==> src/rtl/mod_fifo_8to1.sv <==
// Block-to-word FIFO. It accepts one 256-bit block (eight 32-bit words) per write
// and returns one 32-bit word per read, least-significant word first.
// Reads are first-word-fall-through, so the head word is always driven on outp_fifo.
// Handshake: a write is accepted when wr_fifo is high and fifo_full is low.
// A read is accepted when rd_fifo is high and outp_valid is high.
// Both conditions are judged on the level before the clock edge.
// A rejected request raises ovf (write) or udf (read) for exactly one cycle.
module mod_fifo_8to1 #(
    parameter int FIFO_SZ = 64
) (
    input  logic                       clk,
    input  logic                       reset,
    input  logic [255:0]               inp_fifo,
    input  logic                       wr_fifo,
    input  logic                       rd_fifo,
    output logic [31:0]                outp_fifo,
    output logic                       outp_valid,
    output logic                       fifo_empty,
    output logic                       fifo_full,
    output logic [$clog2(FIFO_SZ):0]   level,
    output logic                       ovf,
    output logic                       udf
);

    localparam int AW = $clog2(FIFO_SZ);
    localparam int LW = AW + 1;

    // The FIFO is full once fewer than eight free word slots remain.
    localparam logic [LW-1:0] FULL_THR = LW'(FIFO_SZ - 8);

    logic [31:0]   r_mem [FIFO_SZ];
    logic [AW-1:0] r_wr_ptr;
    logic [AW-1:0] r_rd_ptr;
    logic [LW-1:0] r_level;
    logic          r_ovf;
    logic          r_udf;

    logic          w_full;
    logic          w_empty;
    logic          w_wr_acc;
    logic          w_rd_acc;
    logic [LW-1:0] w_level_nxt;

    // Status decodes and acceptance terms, all derived from the pre-edge level.
    always_comb begin
        w_empty     = (r_level == '0);
        w_full      = (r_level > FULL_THR);
        w_wr_acc    = wr_fifo && !w_full;
        w_rd_acc    = rd_fifo && !w_empty;
        w_level_nxt = r_level;
        if (w_wr_acc) begin
            w_level_nxt = w_level_nxt + LW'(8);
        end
        if (w_rd_acc) begin
            w_level_nxt = w_level_nxt - LW'(1);
        end
    end

    // Word storage. The write pointer always sits on an 8-word boundary,
    // so a block fills one aligned slot and never crosses the wrap point.
    always_ff @(posedge clk or posedge reset) begin
        if (reset) begin
            for (int i = 0; i < FIFO_SZ; i++) begin
                r_mem[i] <= '0;
            end
        end else if (w_wr_acc) begin
            for (int i = 0; i < 8; i++) begin
                r_mem[{r_wr_ptr[AW-1:3], 3'(i)}] <= inp_fifo[32*i +: 32];
            end
        end
    end

    // Pointers, level and the one-cycle reject pulses.
    always_ff @(posedge clk or posedge reset) begin
        if (reset) begin
            r_wr_ptr <= '0;
            r_rd_ptr <= '0;
            r_level  <= '0;
            r_ovf    <= 1'b0;
            r_udf    <= 1'b0;
        end else begin
            if (w_wr_acc) begin
                r_wr_ptr <= r_wr_ptr + AW'(8);
            end
            if (w_rd_acc) begin
                r_rd_ptr <= r_rd_ptr + AW'(1);
            end
            r_level <= w_level_nxt;
            r_ovf   <= wr_fifo && w_full;
            r_udf   <= rd_fifo && w_empty;
        end
    end

    // Outputs are decoded from registered state only.
    always_comb begin
        outp_fifo  = r_mem[r_rd_ptr];
        outp_valid = !w_empty;
        fifo_empty = w_empty;
        fifo_full  = w_full;
        level      = r_level;
        ovf        = r_ovf;
        udf        = r_udf;
    end

endmodule

==> config.mk <==
export PLATFORM = sky130hd
export DESIGN_NAME = mod_fifo_8to1
export DESIGN_NICKNAME = d
export VERILOG_FILES = /design/src/rtl/mod_fifo_8to1.sv
export SDC_FILE = /design/constraint.sdc
export NUM_CORES = 2
export LEC_CHECK = 0
export ABC_AREA = 1
export CORE_ASPECT_RATIO = 0.75
export CORE_MARGIN = 10
export CORE_UTILIZATION = 45
export DETAILED_ROUTE_END_ITERATION = 16
export GPL_ROUTABILITY_DRIVEN = 1
export PLACE_DENSITY = 0.63
export SLEW_MARGIN = 20
export SYNTH_ARGS = -nofsm -noshare
export SYNTH_HDL_FRONTEND = slang
export SYNTH_SLANG_ARGS = --single-unit
==> constraint.sdc <==
create_clock -name clk -period 100.2 [get_ports clk]
set_input_delay 25.05 -clock clk [delete_from_list [all_inputs] [get_ports clk]]
set_output_delay 25.05 -clock clk [all_outputs]
set_load 0.005 [all_outputs]
Word-level counts from Yosys, hierarchy flattened
Index checks and enable logic that the tools add are counted.
{ "classes": {"add_sub_neg": 4, "mul": 0, "div_mod_pow": 0, "order_cmp": 18, "eq_ne": 0, "n_shift": 0, "mux": 29, "bitwise_logic": 9, "n_reduce_logical": 15} }
{ "ops": {"columns": ["operator", "count"], "rows": [
  ["2048-bit bitwise mux", 8],
  ["32-bit demux with 6-bit select", 8],
  ["32-bit two-way mux", 10],
  ["32-bit binary-select mux with 6-bit select", 1],
  ["7-bit >= comparator, second input constant", 9],
  ["6-bit inverter with 7-bit output", 9],
  ["7-bit by 1-bit < comparator with 1-bit output, second input constant", 8],
  ["7-bit two-way mux", 2],
  ["1-bit logical AND", 12],
  ["7-bit by 4-bit adder with 7-bit output, second input constant", 1],
  ["7-bit by 6-bit greater-than comparator with 1-bit output, second input constant", 1],
  ["7-bit logical NOT", 1],
  ["7-bit by 1-bit subtractor with 7-bit output, second input constant", 1],
  ["6-bit by 1-bit adder with 6-bit output, second input constant", 1],
  ["6-bit by 4-bit adder with 6-bit output, second input constant", 1],
  ["1-bit logical NOT", 2]
]} }
{ "totals": {"reg_bits": 2069, "latch_bits": 0, "ramBits": 0, "rom_bits": 0, "inputBits": 260, "out_inout_bits": 44, "elab_cells": 144, "mem_count": 0} }

Logic depth before layout (Yosys ltp)
{ "depth": {"ltp_word": 13, "mapped_depth": 15, "depth_no_buf": 14} }

Worst setup path before layout
Ideal clock, no wire load.
{ "synth_path": {"path_type": "register to output", "from": "register r_rd_ptr[0]", "to": "output port outp_fifo[14]", "t_arrival_ns": 1.772, "t_required_ns": 75.150, "setup_slack_ns": 73.378, "stages_incl_launch_ff": 11, "path_buffers": 4, "cell_sequence": "dfrtp_1 buf_2 buf_2 clkbuf_1 clkbuf_1 o211ai_1 a21oi_1 nor2_1 nand2_1 nand3_1 nand2_1"} }
{ "synth_between": {"elab_chain_len": 4} }
{ "synth_lines": {"columns": ["item", "line", "source"], "rows": [
  ["start, declared", "33", "logic [AW-1:0] r_rd_ptr;"],
  ["start signal, assigned", "86", "r_rd_ptr <= r_rd_ptr + AW'(1);"],
  ["6-bit inverter with 7-bit output (implied by the code)", "96", "outp_fifo = r_mem[r_rd_ptr];"],
  ["32-bit binary-select mux with 6-bit select", "96", null],
  ["32-bit two-way mux (implied by the code) (2 in series)", "96", null],
  ["end, declared", "16", "output logic [31:0] outp_fifo,"]
]} }
Every way passes these cells. The select of a mux whose other input is x is not followed.

Worst setup path after layout
{ "layout_path": {"from": "register r_rd_ptr[0]", "to": "output port outp_fifo[9]"} }
The elaborated chain is that of the path after synthesis.

==> results.md <==
* Switching share of power at 42.4%
* Total CTS buffers at 210
* Net switching power at 0.00153 W
* Initial DRC Count at between 10,000 and 15,000
* Syn Inst Count at 12,700
* Max Buffers Root-to-Sink at 4
* # port buffers at 303
* Simple-gate share of the synthesized area at 17.5%
* Die ar. at 238,000 µm²
* Worst Setup End Kind: output pin
* Die height at 425 µm
* Sequential fraction of the synthesis area at 52.4%
* Vias at 86,800
* Fillers at 20,800
* I/O pin total at 304
* Commonest non-fill, non-tap cell in the layout: nand2_1
* GR Util All Layers at 31.8%
* Startpoint class of the critical path: flop
* # resized after CTS at 0
* Global Route met2 Usage at around 45%
* Fin crit share at roughly a third
* Number of global-route vias before repair at 80,700
* Peak supply drop at 24.5 µV
* Total Wirelength at 391 mm
* GPL Wtd Cong at 0.890
* Final Skew at 0.0376 ns
* Vias/cell at 5.66
* Die Wd at 560 µm
* Share of cells above drive strength 1 at under 10%
* Power Total at 0.00360 W
* Post-CTS Setup Bufs at 0
* First-pass GRT wire length at roughly 570 mm
* Initial antenna violation count at roughly 140
* Final Setup Violations at 0
* CTS tree: built
* Sink Count at 2,066
* Hold Vio Cnt, Final at 0
* Setup TNS at 0 ns
* Combinational power share at around two fifths
* Tmin final at 32.25 ns
* Cts hold-fix bufs at 0
* Reg clk slew, reported paths at 0.06 ns
* Avg WL per Cell at between 20 and 30 µm
* Area of the core at approximately 220,000 µm²
* Synth warn at 0
* H-tree depth at 4
* CTS root buf: clkbuf_16
* Non-filler cells, final at 15,300
* Synth Area in Adders at 0.0508%
* Area growth, synth to finish at 9.79%
* Worst-path maximum fanout at ~120
* Nets at 12,500
* CP Class: reg -> out
* GR peak layer: met1
* RSZ-0062 raised after global routing: no
* Pwr per Cell Area at 33.3 nW/µm²
* Post-synthesis compound-gate area fraction at between 10% and 20%
* Starting density of the core at 45.4%
* WP data required at 75.15 ns
* Min-Delay Path Class: reg -> reg
* GRT Residual Overflow at 0
* Combinational family with the most area after synthesis: compound AO/OA/AOI/OAI gates
* Clock network power share at 22.1%
* Worst Max-Slew Pin Slew at 1.29 ns
* Outcome: finished clean
* Sequential Power Share at 37.6%
* Met3 Usage GRT at 8.29%
* Worst EP arrival at a little over 7 ns
* Max_cap viols at 0
* Slew headroom at about 14%
* Post-route DRC at 0
* Net count after synthesis at approximately 13,000
* Largest net degree at the start of global routing at 237
* Routed Antenna Nets at 0
* F_max at 31.0 MHz
* Rows at approximately 150
* Synthesis-stage register bit count at around 2,100
* Cell leakage power at 52.3 nW
* Hold WS at 0.476 ns
* Xor/xnor cell area share of the yosys netlist at 0.0977%
* Most frequent cells in the layout: 3,716 x nand2_1, 2,476 x o21ai_0, 2,061 x dfrtp_1, 1,447 x inv_1, 860 x a21oi_1
* Internal at 0.00207 W
* Slew Limit Fails at 0
* Post-Syn Area at 98,600 µm²
* Yosys cell types at 28
* Synth Area per Inst at 7.76 µm²
* Clk_lat worst skew at 0.86 ns
* Placed insts at 14,900
* First-pass detailed-route iteration total at 6
* Post-synthesis mux area share at 0%
* Hpwl dp at 254 mm
* Met1 Use GR at 45.5%
[metrics by stage]
step           worst slack, ns  instance area [µm²]  util, %
2_1_floorplan            16.79                98600        -
3_3_place_gp             69.07               101000     46.6
3_5_place_dp             69.03               101000     46.6
4_1_cts                  68.10               108000     49.7
5_1_grt                  67.70               108000     49.8
6_report                 67.95               108000     49.8
[power groups by stage]
stage,Clock (W),Combinational [W],Sequential [W]
3_5_place_dp,0,0.00142,0.00136
4_1_cts,0.000802,0.00143,0.00135
2_1_floorplan,0,0.000934,0.00133
3_3_place_gp,0,0.00139,0.00135
6_report,0.000796,0.00145,0.00135
5_1_grt,0.000837,0.00160,0.00139
[path summary, 6_finish.rpt]
check                                        start                 endpoint  cells after the start  slack, ns
min                         r_mem[549]$_DFFE_PP0P_   r_mem[549]$_DFFE_PP0P_                      2       0.48
max reg2reg                   level[0]$_DFFE_PP0P_   r_mem[787]$_DFFE_PP0P_                     15      94.62
max in group asynchronous                    reset   r_mem[156]$_DFFE_PP0P_                      7      70.80
min reg2reg                 r_mem[549]$_DFFE_PP0P_   r_mem[549]$_DFFE_PP0P_                      2       0.48
max                        r_rd_ptr[0]$_DFFE_PP0P_             outp_fifo[9]                     14      67.95
min in group asynchronous                    reset  r_mem[1845]$_DFFE_PP0P_                      2      24.82
[layout make-up]
type	instances	area, µm²	area share, %
Clock buffer	304	6230	5.76
Multi-Input combinational cell	8025	36100	33.4
Clock inverter	50	513	0.474
Inverter	1460	5540	5.12
Timing Repair Buffer	433	4280	3.96
Sequential cell	2066	51700	47.8
Antenna cell	73	183	0.169
Tap cell	2925	3660	3.38
[kinds of logic after synthesis]
group / Yosys count
DFF: 2066
AOI/OAI and AO/OA: 3617
xor gates and xnor gates: 11
and+or+nand+nor: 4393
adders and majority gates: 4
buffers and inverters: 2620
[sequential cells by signal, indices dropped and copies added (netlist names)]
name / cells
r_mem: 2048
level: 7
r_rd_ptr: 6
r_wr_ptr: 3
ovf: 1
udf: 1
[Yosys cell counts]
library cell     n  area share, %
nor2_1         108           0.41
ha_1             4          0.051
buf_1           69           0.26
inv_2            2         0.0076
nand4_1          2          0.013
clkinv_1         3          0.011
clkbuf_1       533            2.0
buf_2          486            2.5
o21ai_0       2476             13
nor2_2           2          0.013
nand2_2          3          0.019
o211ai_1       221            1.7
xor2_1           8          0.071
clkinv_2         1         0.0051
buf_6           36           0.41
nor3_4           2          0.033
nor3_2           1          0.010
dfrtp_1       2066             52
o21a_1           3          0.023
nor3_1           4          0.020
nand3_1        550            2.8
inv_1         1454            5.5
o21ai_1         57           0.29
nand2_1       3720             14
buf_4           36           0.27
a21oi_1        860            4.4
nand3b_1         1         0.0076
xnor2_1          3          0.027
[layer usage]
layer  vias to the layer above  wire [µm]
met5                         -        265
met3                       800      39700
met4                        40      18300
li1                      39300          -
met1                     42100     169000
met2                      4511     164000
[critical path: stages, from the launching register on]
cell,delay (ns)
dfrtp_4,0.79
inv_8,0.66
buf_4,0.71
buf_4,0.71
buf_4,0.74
buf_4,0.77
nand2_1,0.12
nand3_1,0.11
o211ai_1,0.10
nand2_1,0.12
nor2_1,0.06
nand2_1,0.08
nand3_1,0.07
nand2_1,0.35
clkdlybuf4s50_1,0.62
Power figures use the tool's default switching activity.
